**src/rtl/sprite_anim_seq.sv**
```systemverilog
// Per-character animation sequencer: steps a frame index through a per-state config table and
// emits a registered sprite ID plus done/wrap flags. Optional mirroring support: SPRITE_ANIM_FLIP_EN.
module sprite_anim_seq #(
  parameter int STATE_W     = 4,
  parameter int NUM_STATES  = 8,
  parameter int FRAME_W     = 6,
  parameter int HOLD_W      = 4,
  parameter int ID_W        = 12,
  parameter int BASE_STRIDE = 16
) (
  input  logic               clk,
  input  logic               rst_n,
  input  logic [STATE_W-1:0] anim_state,
  input  logic               frame_tick,
  input  logic               cfg_we,
  input  logic [STATE_W-1:0] cfg_state,
  input  logic [FRAME_W-1:0] cfg_frames,
  input  logic [HOLD_W-1:0]  cfg_hold,
  input  logic               cfg_loop,
`ifdef SPRITE_ANIM_FLIP_EN
  input  logic               facing_left,
  output logic               sprite_flip,
`endif
  output logic [ID_W-1:0]    sprite_id,
  output logic [FRAME_W-1:0] anim_frame,
  output logic               anim_done,
  output logic               anim_wrap
);

  // Table spans the whole state encoding so any index is legal; entries at or above
  // NUM_STATES are never written and always read back as defaults.
  localparam int                 TBL_DEPTH = 1 << STATE_W;
  localparam logic [STATE_W:0]   NUM_ST    = (STATE_W+1)'(NUM_STATES);
  localparam logic [ID_W-1:0]    STRIDE    = ID_W'(BASE_STRIDE);
  localparam logic [FRAME_W-1:0] ONE_FRAME = FRAME_W'(1);
  localparam logic [HOLD_W-1:0]  ONE_HOLD  = HOLD_W'(1);

  logic [FRAME_W-1:0] frames_tbl [TBL_DEPTH];
  logic [HOLD_W-1:0]  hold_tbl   [TBL_DEPTH];
  logic               loop_tbl   [TBL_DEPTH];

  logic [STATE_W-1:0] cur_state;
  logic [HOLD_W-1:0]  hold_cnt;

  logic               cur_ok;
  logic               cfg_ok;
  logic [FRAME_W-1:0] raw_frames;
  logic [HOLD_W-1:0]  raw_hold;
  logic [FRAME_W-1:0] eff_frames;
  logic [HOLD_W-1:0]  eff_hold;
  logic               eff_loop;
  logic               restart;
  logic               step;
  logic [HOLD_W:0]    hold_next;
  logic [FRAME_W:0]   frame_next;
  logic               hold_end;
  logic               frame_end;
  logic [ID_W-1:0]    id_next;

  assign cur_ok = ({1'b0, cur_state} < NUM_ST);
  assign cfg_ok = ({1'b0, cfg_state} < NUM_ST);

  always_comb begin
    raw_frames = ONE_FRAME;
    raw_hold   = ONE_HOLD;
    eff_loop   = 1'b1;
    if (cur_ok) begin
      raw_frames = frames_tbl[cur_state];
      raw_hold   = hold_tbl[cur_state];
      eff_loop   = loop_tbl[cur_state];
    end
  end

  assign eff_frames = (raw_frames == '0) ? ONE_FRAME : raw_frames;
  assign eff_hold   = (raw_hold == '0) ? ONE_HOLD : raw_hold;

  // A state change wins over a coincident tick; ticks after a one-shot finishes are inert.
  assign restart    = (anim_state != cur_state);
  assign step       = frame_tick && !restart && !anim_done;
  assign hold_next  = {1'b0, hold_cnt} + {{HOLD_W{1'b0}}, 1'b1};
  assign frame_next = {1'b0, anim_frame} + {{FRAME_W{1'b0}}, 1'b1};
  // Using >= tests keeps things sane if the table shrinks under a running animation.
  assign hold_end   = !(hold_next < {1'b0, eff_hold});
  assign frame_end  = !(frame_next < {1'b0, eff_frames});

  assign id_next = cur_ok ? (ID_W'(cur_state) * STRIDE + ID_W'(anim_frame)) : '0;

  always_ff @(posedge clk or negedge rst_n) begin
    if (!rst_n) begin
      for (int i = 0; i < TBL_DEPTH; i++) begin
        frames_tbl[i] <= ONE_FRAME;
        hold_tbl[i]   <= ONE_HOLD;
        loop_tbl[i]   <= 1'b1;
      end
    end else if (cfg_we && cfg_ok) begin
      frames_tbl[cfg_state] <= cfg_frames;
      hold_tbl[cfg_state]   <= cfg_hold;
      loop_tbl[cfg_state]   <= cfg_loop;
    end
  end

  always_ff @(posedge clk or negedge rst_n) begin
    if (!rst_n) begin
      cur_state  <= '0;
      anim_frame <= '0;
      hold_cnt   <= '0;
      anim_done  <= 1'b0;
      anim_wrap  <= 1'b0;
      sprite_id  <= '0;
    end else begin
      anim_wrap <= 1'b0;
      sprite_id <= id_next;
      if (restart) begin
        cur_state  <= anim_state;
        anim_frame <= '0;
        hold_cnt   <= '0;
        anim_done  <= 1'b0;
      end else if (step) begin
        if (!hold_end) begin
          hold_cnt <= hold_next[HOLD_W-1:0];
        end else begin
          hold_cnt <= '0;
          if (!frame_end) begin
            anim_frame <= frame_next[FRAME_W-1:0];
          end else if (eff_loop) begin
            anim_frame <= '0;
            anim_wrap  <= 1'b1;
          end else begin
            anim_done <= 1'b1;
          end
        end
      end
    end
  end

`ifdef SPRITE_ANIM_FLIP_EN
  // Facing is latched only at frame boundaries so a sprite never mirrors mid-frame;
  // the second stage lines it up with sprite_id.
  logic flip_lat;
  logic frame_move;

  assign frame_move = step && hold_end && (!frame_end || eff_loop);

  always_ff @(posedge clk or negedge rst_n) begin
    if (!rst_n) begin
      flip_lat    <= 1'b0;
      sprite_flip <= 1'b0;
    end else begin
      if (restart || frame_move) flip_lat <= facing_left;
      sprite_flip <= flip_lat;
    end
  end
`endif

endmodule

```
**config.mk**
```make
export PLATFORM = sky130hd
export DESIGN_NAME = sprite_anim_seq
export DESIGN_NICKNAME = d
export VERILOG_FILES = /design/src/rtl/sprite_anim_seq.sv
export SDC_FILE = /design/constraint.sdc
export NUM_CORES = 1
export LEC_CHECK = 0
export BUFFER_PORTS_ARGS = -buffer_cell sky130_fd_sc_hd__buf_2
export CORE_MARGIN = 4
export CORE_UTILIZATION = 50
export CTS_CLUSTER_SIZE = 24
export DETAILED_ROUTE_END_ITERATION = 10
export PLACE_DENSITY_LB_ADDON = 0.1
export SYNTH_ARGS = -nofsm -noshare
export SYNTH_HDL_FRONTEND = slang
export SYNTH_SLANG_ARGS = --single-unit
```
**constraint.sdc**
```tcl
create_clock -name clk -period 6.5 [get_ports clk]
set_input_delay 0.975 -clock clk [delete_from_list [all_inputs] [get_ports clk]]
set_output_delay 0.975 -clock clk [all_outputs]
set_load 0.02 [all_outputs]
```
==> flow_summary.ini, run 1 <==
[run_status]
status = completed

[power]
peakVddDrop_mv = 0.180
p_seq_frac = 0.424
p_per_area_nw_per_um2 = 335
swShare = 0.253
p_sw_w = 0.000557
p_leak_nw = 2.88
clkPwrFrac = 0.415
comb_power_share = 0.161
p_int_w = 0.00165

[critical_path]
cp-end-kind = flip-flop
crit_path_max_fanout = 12
regToRegSetupSlack_ns = 2.79
r2r_cells = 12
start_kind = flip-flop
r2r_start = cur_state[0]
cp.arrival_ns = 4.00
r2r_end = anim_frame[1]
crit_type = flip-flop to flip-flop
cp.required_ns = 6.78

[min_path]
holdPathEnd = frames_tbl[63]
hp-class = flip-flop to flip-flop
min_from = frames_tbl[63]
holdPathStages = 1

[flow_run]
drv_cap = 0

[finish]
diodes = 0
layout-drive-gt1-share = 0.451
area_growth_pct = 15.8
fin_util = 0.598
regArea_um2 = 2860
nNetsFinal = 493
multi_input_comb_area_um2 = 2690
n_fill_cell = 864
instances_no_fill = 610

[placement]
dp.cells = 578
routabilityCongestion = 0.811
io_buffers = 39
dp_slack_ns = 2.79
hpwl_um = 7890

[timing]
final-hold-violation-count = 0
worst_slack_ns = 2.79
setup_viol = 0
post-route-period-util = 0.571
fmax_ghz = 0.269
tightest_slew_ns = 0.909
drv_slew = 0
max_slew_margin = 0.394
period_minus_slack_ns = 3.71
finClkSkew_ns = 0.00828
timing.hold.ws_ns = 0.498
rsz0062_at_grt = false
finalSetupTns_ns = 0

[route]
vias_per_cell = 5.85
drt-initial-drc-count = 193
drcViolationCount = 0
vias = 3570
routed_wl_um = 12000
wire_per_inst_um = 19.6
drtAntennaViolNets = 0
dr.pass1.iters = 4

[yosys]
synth-simple-area-share = 0.0794
syn_area_um2 = 5670
synth-compound-area-share = 0.0629
synthAdderAreaFrac = 0.0300
netlist_instances = 416
synthFlopType = dfrtp_1
synth_top_area_cell = dfrtp_1
synth_edf_count = 0
synthMuxAreaShare = 0.280
synth_seq_cells = 113
synth_top_cell_area_share = 0.393
synth_top_family_by_area = multiplexers
yosys_warnings = 0
synthXorXnorAreaFrac = 0.0170
synth-seq-area-share = 0.504
synthArstFlopShare = 1.00
ys_top_cells_by_count = 89 x dfrtp_1, 89 x mux2_2, 28 x nand2_1, 24 x dfstp_2, 15 x clkbuf_1
synthDistinctLibCells = 56
ys_top_cells_by_area = dfrtp_1 39%, mux2_2 18%, dfstp_2 11%, mux4_1 5.1%, mux4_2 4.4%
synth_area_per_cell_um2 = 13.6

[die]
die_y_um = 115
die-area_um2 = 13100
core_um2 = 11000
std_cell_rows = 38
initial_core_util = 0.516
ios = 43
fp.dieW_um = 115

[clock_network]
cts_resized = 0
htreeDepth = 4
clk_path_buf_depth = 2
clock-sinks = 113
clock_latency_ns = 0.41
cts_tree = done
clk_pin_slew_worst_paths_ns = 0.06
root_buffer = clkbuf_16
postCtsHoldBufs = 0
postCtsSetupBuffers = 0
numCtsBuffers = 17

[global_routing]
grt-ovfl-total = 0
grt_max_degree = 61
grt_first_pass_wirelength_um = 20200
antenna_found_initial = 0
grt_pass1_vias = 3794
grt_usage = 0.202
## how the worst max path moves through the flow
stage / start / endpoint / slack (ns) / depth (start not counted)
2_1_floorplan: cur_state[2] / hold_cnt[2] / 3.25 / 13
3_3_place_gp: cur_state[0] / anim_frame[1] / 2.75 / 12
3_5_place_dp: cur_state[0] / anim_frame[1] / 2.79 / 12
4_1_cts: cur_state[0] / anim_frame[1] / 2.77 / 12
5_1_grt: cur_state[0] / anim_frame[1] / 2.49 / 12
6_report: cur_state[0] / anim_frame[1] / 2.79 / 12
## state kept, by name, summed over array words and instances (netlist names)
signal and flops:
hold_tbl 32, hold_cnt 4, loop_tbl 8, sprite_id 9, anim_frame 6, frames_tbl 48, anim_done 1, cur_state 4
anim_wrap 1
## cell type report
type | count | share of cell area
clock inverter | 13 | 0.0210
clock buffer | 19 | 0.0690
inverter | 3 | 0.00172
tap | 140 | 0.0267
timing repair buffer | 45 | 0.0370
sequential | 113 | 0.435
multi-input combinational | 277 | 0.409
## power groups by stage
stage	clock, W	combinational (W)	sequential (W)
CTS	0.000930	0.000359	0.000935
finish	0.000915	0.000354	0.000933
global route	0.000960	0.000392	0.000952
global placement	0	0.000344	0.000939
floorplan	0	0.000284	0.000914
detailed placement	0	0.000355	0.000945
## metal layers
metal,up-vias,global-route usage,wire (µm)
met5,-,0,0
met4,0,0.0768,187
li1,1630,-,-
met1,1843,0.277,5560
met2,78,0.320,5810
met3,19,0.0386,430
## cells by family (layout without fill, tap and decap cells)
kind of cell    Yosys count  after routing
other cells               1              4
fa+ha+maj                13             13
buf+inv                  29             80
compound gates           46             46
flops                   113            113
simple gates             87             87
mux                     116            116
xor+xnor                 11             11
## cells in the final DEF (no fill, tap or decap), types with 7 or more instances in the layout
| cell type | instances |
|---|---|
| nor2_1 | 13 |
| ha_1 | 12 |
| mux2_2 | 89 |
| nor2b_1 | 8 |
| buf_4 | 7 |
| dfstp_2 | 24 |
| mux4_1 | 11 |
| xnor2_1 | 8 |
| a21o_1 | 7 |
| mux4_2 | 11 |
| clkbuf_16 | 17 |
| buf_2 | 38 |
| nand2_1 | 28 |
| dfrtp_1 | 89 |
| a21oi_1 | 13 |
## worst max-delay path, cell delays in order, from the launching register on
cell	delay [ns]
dfrtp_1	0.75
buf_4	0.36
mux4_1	0.61
nand2_1	0.09
a21o_1	0.14
ha_1	0.25
a21oi_1	0.16
a21oi_1	0.08
a2111oi_0	0.37
o21a_2	0.30
o221ai_2	0.19
a22oi_1	0.23
nor2_1	0.05
## through the flow
stage	power [W]	instance area [µm²]
floorplan	0.00120	5680
global placement	0.00128	5970
detailed placement	0.00130	5970
CTS	0.00222	6570
global route	0.00230	6570
finish	0.00220	6570
No activity file was read; power rests on OpenSTA's default activity.
==> run 2: changes to the inputs <==
==> constraint.sdc (replaced) <==
create_clock -name clk -period 3.33 [get_ports clk]
set_input_delay 0.4995 -clock clk [delete_from_list [all_inputs] [get_ports clk]]
set_output_delay 0.4995 -clock clk [all_outputs]
set_load 0.02 [all_outputs]
==> run 2 against run 1 <==
Final cell count grew 1.3%. First-iteration DRC count grew 16%. Sequential share of layout area shrank 0.72 points. Fmax grew 19%. Clock power grew 110%. Hold slack lost 0.40 ns. Sequential power grew 94%. Routed wire length shrank 0.87%. Combinational power grew 110%. Critical path type unchanged. Largest cell class unchanged. Largest power group is now clock.
==> flow_summary.ini, run 2 (synthesis gave the netlist of run 1 again) <==
[finish]
mostFrequentLayoutCells = 89 x mux2_2, 88 x dfrtp_1, 38 x buf_2
nNetsFinal = 501
n_fill_cell = 870
top_register = frames_tbl
layout-drive-gt1-share = 0.458
multi_input_comb_area_um2 = 2690
largest_reg_flops = 48
final_common_cell = mux2_2
diodes = 0
top_regs = frames_tbl: 48 flops, hold_tbl: 32 flops, sprite_id: 9 flops
regArea_um2 = 2860
area_growth_pct = 17.8

[run_status]
status = completed

[die]
fp.dieW_um = 115
core_um2 = 11000
std_cell_rows = 38
ios = 43
initial_core_util = 0.516
die_y_um = 115
die-area_um2 = 13100

[timing]
final-hold-violation-count = 0
drv_slew = 0
tightest_slew_ns = 0.851
finClkSkew_ns = 0.00606
timing.hold.ws_ns = 0.101
period_minus_slack_ns = 3.11
post-route-period-util = 0.934
max_slew_margin = 0.431
rsz0062_at_grt = false
setup_viol = 0
finalSetupTns_ns = 0
fmax_ghz = 0.322

[placement]
routabilityCongestion = 0.805
hpwl_um = 7920
io_buffers = 39

[critical_path]
r2r_cells = 13
cp.arrival_ns = 3.44
cp.required_ns = 3.66
crit_type = flip-flop to flip-flop
critPathSlowestCell = mux4_1
start_kind = flip-flop
path_delay_family = compound AO/OA/AOI/OAI gates
cp_num_buf_inv = 2
crit_top_cell = nor2_1
crit_path_max_fanout = 12
cp-end-kind = flip-flop
r2r_start = cur_state[0]
path_cells = buf_6 > mux4_1 > nand2_1 > a21o_1 > ha_1 > nand3_1 > nor3_1 > o311ai_1 > o21a_2 > buf_4 > a2111oi_0 > nor2_1 > nor2_1
regToRegSetupSlack_ns = 0.22
slowest_delay_ns = 0.66
r2r_end = anim_done

[clock_network]
htreeDepth = 4
root_buffer = clkbuf_16
numCtsBuffers = 17
clock-sinks = 113
cts_tree = done
postCtsHoldBufs = 0
clk_path_buf_depth = 2
clock_latency_ns = 0.41
clk_pin_slew_worst_paths_ns = 0.05

[power]
p_leak_nw = 2.95
p_per_area_nw_per_um2 = 665
peakVddDrop_mv = 0.658
power_w = 0.00444

[route]
dr.pass1.iters = 4
vias_per_cell = 5.66
drtAntennaViolNets = 0
wire_per_inst_um = 19.2
drt-initial-drc-count = 224
routed_wl_um = 11900
drcViolationCount = 0
vias = 3500

[flow_run]
drv_cap = 0

[global_routing]
grt_pass1_vias = 3776
grt_max_degree = 67
grt-ovfl-total = 0
antenna_found_initial = 0
grt_usage = 0.202
grt_first_pass_wirelength_um = 20200

[min_path]
hp-class = primary input to async pin
[run 2: metrics by stage]
| step | instance area, µm² | utilization | std cells | setup slack (ns) |
|---|---|---|---|---|
| floorplan | 5680 | - | 419 | 0.0823 |
| global placement | 6040 | 0.550 | 585 | 0.232 |
| CTS | 6660 | 0.607 | 617 | 0.117 |
| finish | 6680 | 0.608 | 618 | 0.221 |
| global route | 6680 | 0.608 | 618 | 0.0248 |
| detailed placement | 6040 | 0.550 | 585 | 0.151 |
[run 2: repair_timing]
| action | 4_1_cts | 5_1_grt |
|---|---|---|
| buffers inserted | 0 | 1 |
| resized for setup | 0 | 5 |
| endpoints found under the setup margin | 0 | 7 |
[run 2: worst max path at each step]
stage                  from             to  slack (ns)  cells after the start
6_report       cur_state[0]      anim_done        0.22                     13
5_1_grt        cur_state[1]    hold_cnt[2]        0.02                     12
4_1_cts        cur_state[2]    hold_cnt[2]        0.12                     10
3_3_place_gp   cur_state[0]  anim_frame[1]        0.23                     12
3_5_place_dp   cur_state[0]  anim_frame[1]        0.15                     12
2_1_floorplan  cur_state[2]    hold_cnt[2]        0.08                     13
[run 2: report_power, final]
part	leakage (nW)	internal [W]	switching, W
clock	0.296	0.00129	0.000617
sequential	1.37	0.00168	0.000134
combinational	1.28	0.000413	0.000315
[run 2: routing by layer]
metal,routed length [µm],vias to the layer above,track usage
met5,0,-,0
met4,153,0,0.0594
met3,610,14,0.0608
met2,5380,82,0.303
met1,5740,1771,0.286
li1,-,1633,-
[run 2: final cells by class]
type,count,area share
clock inverter,10,0.0236
inverter,3,0.00169
sequential,113,0.428
multi-input combinational,277,0.403
clock buffer,22,0.0695
tap,140,0.0262
timing repair buffer,53,0.0483
